===== src/rtl/mem_port_arbiter_if.sv =====
// Handshake and memory-port bundle shared by the arbiter and its neighbours.
// The slave side is the arbiter. The master side is the requesters plus the
// memory, as seen from a testbench or an integrating wrapper.
interface mem_port_arbiter_if #(
  parameter int WORD_SIZE = 16
);
  // core requester
  logic                 cpu_req;
  logic                 cpu_we;
  logic [WORD_SIZE-1:0] cpu_addr;
  logic [WORD_SIZE-1:0] cpu_wdata;
  logic                 cpu_gnt;
  logic                 cpu_rvalid;
  logic [WORD_SIZE-1:0] cpu_rdata;

  // cycle-stealing IO channel
  logic                 io_req;
  logic                 io_we;
  logic [WORD_SIZE-1:0] io_addr;
  logic [WORD_SIZE-1:0] io_wdata;
  logic                 io_gnt;
  logic                 io_rvalid;
  logic [WORD_SIZE-1:0] io_rdata;

  // shared memory port
  logic [WORD_SIZE-1:0] mem_add;
  logic                 mem_write;
  logic [WORD_SIZE-1:0] mem_data_in;
  logic [WORD_SIZE-1:0] mem_data_out;

  // debug: IO grant produced by the starvation override
  logic                 io_forced;

  modport slave (
    input  cpu_req, cpu_we, cpu_addr, cpu_wdata,
    output cpu_gnt, cpu_rvalid, cpu_rdata,
    input  io_req, io_we, io_addr, io_wdata,
    output io_gnt, io_rvalid, io_rdata,
    output mem_add, mem_write, mem_data_in,
    input  mem_data_out,
    output io_forced
  );

  modport master (
    output cpu_req, cpu_we, cpu_addr, cpu_wdata,
    input  cpu_gnt, cpu_rvalid, cpu_rdata,
    output io_req, io_we, io_addr, io_wdata,
    input  io_gnt, io_rvalid, io_rdata,
    input  mem_add, mem_write, mem_data_in,
    output mem_data_out,
    input  io_forced
  );
endinterface


===== src/rtl/mem_port_arbiter.sv =====
// Two-requester arbiter for one data-memory port.
// The core wins by default. A saturating wait counter forces an IO grant
// after MAX_WAIT consecutive losses (MAX_WAIT must lie in 1..15).
// All memory-side outputs are registered. Read data returns one edge after
// the grant, captured from a memory that samples the address on ~clk.
module mem_port_arbiter #(
  parameter int WORD_SIZE = 16,
  parameter int MAX_WAIT  = 3
) (
  input logic             clk,
  input logic             rst,
  mem_port_arbiter_if.slave bus
);

  localparam logic [3:0] WAIT_LIMIT = 4'(MAX_WAIT);

  // Which requester owns the read currently in flight in the memory.
  typedef enum logic [1:0] {
    OWNER_NONE = 2'd0,
    OWNER_CPU  = 2'd1,
    OWNER_IO   = 2'd2
  } owner_t;

  owner_t               owner_reg;
  logic [3:0]           wait_cnt_reg;
  logic                 cpu_gnt_reg;
  logic                 io_gnt_reg;
  logic                 io_forced_reg;
  logic                 cpu_rvalid_reg;
  logic                 io_rvalid_reg;
  logic [WORD_SIZE-1:0] cpu_rdata_reg;
  logic [WORD_SIZE-1:0] io_rdata_reg;
  logic [WORD_SIZE-1:0] mem_add_reg;
  logic                 mem_write_reg;
  logic [WORD_SIZE-1:0] mem_data_in_reg;

  logic                 cpu_eligible;
  logic                 io_eligible;
  logic                 force_io;
  logic                 win_cpu;
  logic                 win_io;

  // A request is consumed by its own grant cycle. This limits each requester
  // to one grant every other cycle, which leaves the alternate slot open.
  always_comb begin
    cpu_eligible = bus.cpu_req & ~cpu_gnt_reg;
    io_eligible  = bus.io_req  & ~io_gnt_reg;
    force_io     = io_eligible & (wait_cnt_reg == WAIT_LIMIT);
    win_io       = force_io | (io_eligible & ~cpu_eligible);
    win_cpu      = cpu_eligible & ~force_io;
  end

  // Arbitration, memory-port drive, read return and the fairness counter.
  always_ff @(posedge clk) begin
    if (rst) begin
      owner_reg       <= OWNER_NONE;
      wait_cnt_reg    <= '0;
      cpu_gnt_reg     <= 1'b0;
      io_gnt_reg      <= 1'b0;
      io_forced_reg   <= 1'b0;
      cpu_rvalid_reg  <= 1'b0;
      io_rvalid_reg   <= 1'b0;
      cpu_rdata_reg   <= '0;
      io_rdata_reg    <= '0;
      mem_add_reg     <= '0;
      mem_write_reg   <= 1'b0;
      mem_data_in_reg <= '0;
    end else begin
      cpu_gnt_reg   <= win_cpu;
      io_gnt_reg    <= win_io;
      io_forced_reg <= force_io;

      // Address and data hold through idle cycles. The write strobe does not,
      // so an idle cycle never repeats a write.
      if (win_cpu) begin
        mem_add_reg     <= bus.cpu_addr;
        mem_write_reg   <= bus.cpu_we;
        mem_data_in_reg <= bus.cpu_wdata;
      end else if (win_io) begin
        mem_add_reg     <= bus.io_addr;
        mem_write_reg   <= bus.io_we;
        mem_data_in_reg <= bus.io_wdata;
      end else begin
        mem_write_reg   <= 1'b0;
      end

      // The read granted on the previous edge has its data on the port now.
      cpu_rvalid_reg <= (owner_reg == OWNER_CPU);
      io_rvalid_reg  <= (owner_reg == OWNER_IO);
      if (owner_reg == OWNER_CPU) begin
        cpu_rdata_reg <= bus.mem_data_out;
      end
      if (owner_reg == OWNER_IO) begin
        io_rdata_reg <= bus.mem_data_out;
      end

      if (win_cpu && !bus.cpu_we) begin
        owner_reg <= OWNER_CPU;
      end else if (win_io && !bus.io_we) begin
        owner_reg <= OWNER_IO;
      end else begin
        owner_reg <= OWNER_NONE;
      end

      // Count only losses by a live IO request. A withdrawn request keeps
      // its accumulated credit.
      if (win_io) begin
        wait_cnt_reg <= '0;
      end else if (io_eligible && win_cpu && (wait_cnt_reg != WAIT_LIMIT)) begin
        wait_cnt_reg <= wait_cnt_reg + 4'd1;
      end
    end
  end

  assign bus.cpu_gnt     = cpu_gnt_reg;
  assign bus.io_gnt      = io_gnt_reg;
  assign bus.io_forced   = io_forced_reg;
  assign bus.cpu_rvalid  = cpu_rvalid_reg;
  assign bus.io_rvalid   = io_rvalid_reg;
  assign bus.cpu_rdata   = cpu_rdata_reg;
  assign bus.io_rdata    = io_rdata_reg;
  assign bus.mem_add     = mem_add_reg;
  assign bus.mem_write   = mem_write_reg;
  assign bus.mem_data_in = mem_data_in_reg;

endmodule


===== src/flat_wrapper.sv =====
// flat-port wrapper written by rule: the top's interface ports become plain ports
module mem_port_arbiter_flat 
#(
  parameter int WORD_SIZE = 16,
  parameter int MAX_WAIT  = 3
)
  (clk, rst, bus_cpu_req, bus_cpu_we, bus_cpu_addr, bus_cpu_wdata, bus_cpu_gnt, bus_cpu_rvalid, bus_cpu_rdata, bus_io_req, bus_io_we, bus_io_addr, bus_io_wdata, bus_io_gnt, bus_io_rvalid, bus_io_rdata, bus_mem_add, bus_mem_write, bus_mem_data_in, bus_mem_data_out, bus_io_forced);
  mem_port_arbiter_if #(.WORD_SIZE(WORD_SIZE)) bus_i ();
  input logic clk;
  input logic rst;
  input wire logic [$bits(bus_i.cpu_req)-1:0] bus_cpu_req;
  input wire logic [$bits(bus_i.cpu_we)-1:0] bus_cpu_we;
  input wire logic [$bits(bus_i.cpu_addr)-1:0] bus_cpu_addr;
  input wire logic [$bits(bus_i.cpu_wdata)-1:0] bus_cpu_wdata;
  output wire logic [$bits(bus_i.cpu_gnt)-1:0] bus_cpu_gnt;
  output wire logic [$bits(bus_i.cpu_rvalid)-1:0] bus_cpu_rvalid;
  output wire logic [$bits(bus_i.cpu_rdata)-1:0] bus_cpu_rdata;
  input wire logic [$bits(bus_i.io_req)-1:0] bus_io_req;
  input wire logic [$bits(bus_i.io_we)-1:0] bus_io_we;
  input wire logic [$bits(bus_i.io_addr)-1:0] bus_io_addr;
  input wire logic [$bits(bus_i.io_wdata)-1:0] bus_io_wdata;
  output wire logic [$bits(bus_i.io_gnt)-1:0] bus_io_gnt;
  output wire logic [$bits(bus_i.io_rvalid)-1:0] bus_io_rvalid;
  output wire logic [$bits(bus_i.io_rdata)-1:0] bus_io_rdata;
  output wire logic [$bits(bus_i.mem_add)-1:0] bus_mem_add;
  output wire logic [$bits(bus_i.mem_write)-1:0] bus_mem_write;
  output wire logic [$bits(bus_i.mem_data_in)-1:0] bus_mem_data_in;
  input wire logic [$bits(bus_i.mem_data_out)-1:0] bus_mem_data_out;
  output wire logic [$bits(bus_i.io_forced)-1:0] bus_io_forced;
  assign bus_i.cpu_req = bus_cpu_req;
  assign bus_i.cpu_we = bus_cpu_we;
  assign bus_i.cpu_addr = bus_cpu_addr;
  assign bus_i.cpu_wdata = bus_cpu_wdata;
  assign bus_cpu_gnt = bus_i.cpu_gnt;
  assign bus_cpu_rvalid = bus_i.cpu_rvalid;
  assign bus_cpu_rdata = bus_i.cpu_rdata;
  assign bus_i.io_req = bus_io_req;
  assign bus_i.io_we = bus_io_we;
  assign bus_i.io_addr = bus_io_addr;
  assign bus_i.io_wdata = bus_io_wdata;
  assign bus_io_gnt = bus_i.io_gnt;
  assign bus_io_rvalid = bus_i.io_rvalid;
  assign bus_io_rdata = bus_i.io_rdata;
  assign bus_mem_add = bus_i.mem_add;
  assign bus_mem_write = bus_i.mem_write;
  assign bus_mem_data_in = bus_i.mem_data_in;
  assign bus_i.mem_data_out = bus_mem_data_out;
  assign bus_io_forced = bus_i.io_forced;
  mem_port_arbiter #(.WORD_SIZE(WORD_SIZE), .MAX_WAIT(MAX_WAIT)) u_core (.clk(clk), .rst(rst), .bus(bus_i));
endmodule

===== config.mk =====
export PLATFORM = sky130hd
export DESIGN_NAME = mem_port_arbiter_flat
export DESIGN_NICKNAME = d
export VERILOG_FILES = /design/src/rtl/mem_port_arbiter_if.sv /design/src/rtl/mem_port_arbiter.sv /design/src/flat_wrapper.sv
export SDC_FILE = /design/constraint.sdc
export NUM_CORES = 1
export LEC_CHECK = 0
export ABC_AREA = 1
export CAP_MARGIN = 30
export CORE_ASPECT_RATIO = 0.7
export CORE_UTILIZATION = 40
export CTS_CLUSTER_SIZE = 10
export DETAILED_ROUTE_END_ITERATION = 6
export PLACE_DENSITY = 0.76
export RECOVER_POWER = 50
export SYNTH_ARGS = -nofsm -noshare
export SYNTH_HDL_FRONTEND = slang
export SYNTH_SLANG_ARGS = --single-unit

===== constraint.sdc =====
create_clock -name clk -period 4.38 [get_ports clk]
set_clock_uncertainty 0.15 [all_clocks]
set_input_delay 0.876 -clock clk [delete_from_list [all_inputs] [get_ports clk]]
set_output_delay 0.876 -clock clk [all_outputs]
set_load 0.01 [all_outputs]

Word level (Yosys, flattened, before mapping) --
Cells that the tools add are included.
Word-level totals: output and inout port bits 70, logic and storage cells 45, input bits 86, register bits 76
Operators by class: reductions and logical operators 9, add/subtract/negate cells 1, equal/unequal tests 4, bitwise operators 10, multiplexer cells 8
Operator list (count):
- $mux W16 | 4
- $and A1 B1 Y1 | 5
- $add A4 B1 Y4 const B | 1
- $eq A4 B2 Y1 const B | 1
- $logic_and A1 B1 Y1 | 4
- $ne A4 B2 Y1 const B | 1
- $not A1 Y1 | 4
- $reduce_or A2 Y1 | 2
- $mux W1 | 3
- $eq A2 B1 Y1 const B | 1
- $eq A2 B2 Y1 const B | 1
- $logic_not A1 Y1 | 2
- $mux W2 | 1
- $reduce_bool A2 Y1 | 1
- $or A1 B1 Y1 | 1

Logic depth before layout (Yosys ltp) --
word-level depth 8, depth in mapped cells 9, mapped depth without buffers 8

Least setup slack after synthesis --
Ideal clock, no wire load.
path kind in2reg, start input port bus_cpu_req, end register u_core.mem_data_in_reg[10] (netlist: u_core.bus.mem_data_in[10]), setup slack 2493 ps, setup time 115 ps, data required time 4115 ps, stages 7, data arrival time 1622 ps, path buffers 2, cell sequence inv_1 -> nor2_2 -> buf_4 -> buf_2 -> a21oi_1 -> nor2_1 -> nor2_1
Between the ends: cells in the longest elaborated chain, start to end 5, elaborated cells between the ends (all ways) 7
RTL lines:
- from (decl) | line flat_wrapper.sv:11 | input wire logic [$bits(bus_i.cpu_req)-1:0] bus_cpu_req;
- $and A1 B1 Y1 (*) | line mem_port_arbiter.sv:46 | cpu_eligible = bus.cpu_req & ~cpu_gnt_reg;
- $not A1 Y1 | line mem_port_arbiter.sv:49 | win_io = force_io | (io_eligible & ~cpu_eligible);
- $and A1 B1 Y1 | line mem_port_arbiter.sv:49
- $or A1 B1 Y1 | line mem_port_arbiter.sv:49
- $reduce_bool A2 Y1 (no source line)
- to (signal assigned) | line mem_port_arbiter.sv:78 | mem_data_in_reg <= bus.cpu_wdata;
- to (signal assigned) | line mem_port_arbiter.sv:82 | mem_data_in_reg <= bus.io_wdata;
- to (decl) | line mem_port_arbiter.sv:35 | logic [WORD_SIZE-1:0] mem_data_in_reg;
Mark *: on every way between the ends. The rest lies on a longest branch, timed or not. A chain may end at the register's enable or synchronous reset.

Final worst setup path --
start input port rst, end register u_core.wait_cnt_reg[2]
Between the ends: cells in the longest elaborated chain, start to end 1
RTL lines:
- from (decl) | line flat_wrapper.sv:10 | input logic rst;
- $reduce_or A2 Y1 (no source line)
- to (signal assigned) | line mem_port_arbiter.sv:110 | wait_cnt_reg <= wait_cnt_reg + 4'd1;
- to (decl) | line mem_port_arbiter.sv:25 | logic [3:0] wait_cnt_reg;
Every way passes these cells.

==> metrics.md <==
| Metric | Value |
|---|---|
| Port buffer count | 155 |
| Synth top area cells | dfxtp_1 46%, nor2_1 16%, o21ai_0 9.2% |
| Std cell rows | 27 |
| Clock Path Buffers | 2 |
| Die X | approximately 110 µm |
| Hold Path Class | flop to flop |
| Adder-cell share of the synthesized area | 0.378% |
| Final std cells w/o fill | 723 |
| Fin Setup TNS | 0 ps |
| Fmax | 314 MHz |
| FF+latch count, synth | 76 |
| Yosys top cell area share | 45.9% |
| DP HPWL | 6880 µm |
| DIE AREA | 0.00865 mm² |
| Status | finished clean |
| Initial Util | 41.7% |
| Worst EP required | 4490 ps |
| Setup slack at placement | 1010 ps |
| Core Region | ~0.008 mm² |
| Area of the mapped netlist | around 0.0033 mm² |
| Number of global-route vias before repair | about 3400 |
| Fillers | 709 |
| Htree depth | 3 |
| Die H | 78.1 µm |
| Compound-Gate Fraction of Synth Area | 17.2% |
| Worst-Skew Late Latency | 330 ps |
| DRC | 0 |
| Post-DRT Antenna Nets | 0 |
| GP Congestion | 0.794 |
| Routed WL | just under 10000 µm |
| Post-Place Cells | approximately 700 |
| Tcrit/Tclk final | 72.6% |
| Resize count post-CTS | 0 |
| CTS Hold Bufs | 0 |
| Final hold vios | 0 |
| Pwr Density | about 350 mW/mm² |
| Commonest non-fill, non-tap cell in the layout | nor2_1 |
| Clock-pin slew on the worst setup and hold paths | ~60 ps |
| Most frequent cells in the layout | 140 x nor2_1, 107 x clkdlybuf4s50_1, 76 x dfxtp_1 |
| CTS Buf Count | 9 |
| Vias per inst | 4.85 |
| Setup ws final | 1200 ps |
| Initial antenna violation count | 0 |
| FF+latch area | 0.00152 mm² |
| Grt ovf | 0 |
| Syn avg cell area | 6.94 µm² |
| Final slew viol count | 0 |
| Max Cap Viol | 0 |
| Final Setup Violations | 0 |
| Gate Count Post-Synth | approximately 480 |
| # IOs | 156 |
| Worst Path Arrival | 3290 ps |
| Relative slew slack | 3.57% |
| CP Launch Type | input port |
| Post-synthesis xor/xnor area fraction | 0.264% |
| Largest net degree at the start of global routing | 54 |
| Wire per inst | 13.3 µm |
| Min Hold Slack | around 330 ps |
| Fin crit period | 3180 ps |
| Root Driver | clkbuf_16 |
| ANT cells | 0 |
| Leak Pwr | 2.36 nW |
| Post-synthesis simple-gate area fraction | a little over a quarter |
| WS Path Type | input port to flop |
| Critical Path End Type | flop |
| Multiplexer share of the synthesized area | 0% |
| DRT iter0 DRCs | 215 |
| Yosys cell types | 22 |
| Pre-antenna DRT Iters | 4 |
| Postcts setup bufs | 0 |
| Layout cell share with drive strength beyond 1 | 5.14% |
| Worst vdd ir | 239 µV |
| Area of the multi-input gates | 0.00148 mm² |
| Yosys warns | 0 |
| Layout area overhead | 56.3% |
| First-pass GRT wire length | 15800 µm |
| Unrepaired setup endpoints after global routing | no |
| Largest family of logic cells by synthesized area | simple AND/OR/NAND/NOR gates |
| CTS tree | done |
| Clk sinks | 76 |
| Worst-Margin Slew | ~1400 ps |
| Vias | 3504 |
| Syn nets | 564 |
| Register area share after synthesis | about 46% |
| # nets final | 704 |
| Yosys top cell by area | dfxtp_1 |
| CP max FO | 38 |
| GRT Total Usage | a little under a quarter |
## power breakdown
part	switching, mW	internal [mW]
Sequential	0.0210	0.737
Clock	0.268	0.470
Combinational	0.153	0.177
## per-layer routing
metal,GRT usage [%],routed length [µm],up-vias
li1,-,-,1795
met1,26.9,4210,1591
met2,39.6,4750,103
met3,5.10,468,15
met4,9.33,180,0
met5,0,0,-
## cell families after synthesis
kind of cell             after synthesis
buffers and inverters                 74
XOR/XNOR                               1
AO/OA/AOI/OAI                        105
flip-flops                            76
AND/OR/NAND/NOR                      220
adder cells (fa/ha/maj)                1
## area by class of cell
type / instances / area share, %
timing repair buffer: 160 / 30.5
sequential: 76 / 29.4
multi-input combinational: 327 / 28.6
clock buffer: 12 / 4.95
inverter: 43 / 3.12
tap: 101 / 2.44
clock inverter: 4 / 0.918
## Yosys cell counts
cell type,number
buf_4,3
xor2_1,1
o21ai_2,1
nor3_1,1
ha_1,1
nand2_1,43
dfxtp_1,76
clkinv_1,1
nand3_1,33
clkbuf_1,15
nor2_1,139
a21oi_2,10
buf_2,10
a21oi_1,24
o21ai_1,8
inv_1,42
o21ai_0,61
buf_6,2
clkbuf_2,1
nand3_2,1
o211ai_1,1
nor2_2,3
## through the flow
step           util (%)  cell area [µm²]  total power, mW
5_1_grt            65.2             5180             1.91
3_3_place_gp       61.5             4880             1.11
6_report           65.2             5180             1.83
2_1_floorplan         -             3310            0.923
3_5_place_dp       61.5             4880             1.11
4_1_cts            65.3             5190             1.86
## worst paths after layout
check,from,to,slack [ps],cells after the start
worst max register to register,u_core.wait_cnt_reg[0]$_SDFFE_PP0P_,u_core.bus.mem_data_in[2]$_SDFFE_PP0P_,1850,7
worst min-delay path,u_core.bus.cpu_rdata[12]$_SDFFE_PP0P_,u_core.bus.cpu_rdata[12]$_SDFFE_PP0P_,330,2
worst min register to register,u_core.bus.cpu_rdata[12]$_SDFFE_PP0P_,u_core.bus.cpu_rdata[12]$_SDFFE_PP0P_,330,2
worst max-delay path,rst,u_core.wait_cnt_reg[2]$_SDFFE_PP0P_,1200,5
## worst max-delay path, cell delays in order
cell           delay [ps]
dlygate4sd3_1         630
inv_1                 110
clkbuf_1             1060
o211ai_1              390
a21oi_1               220
Power figures use the tool's default switching activity.
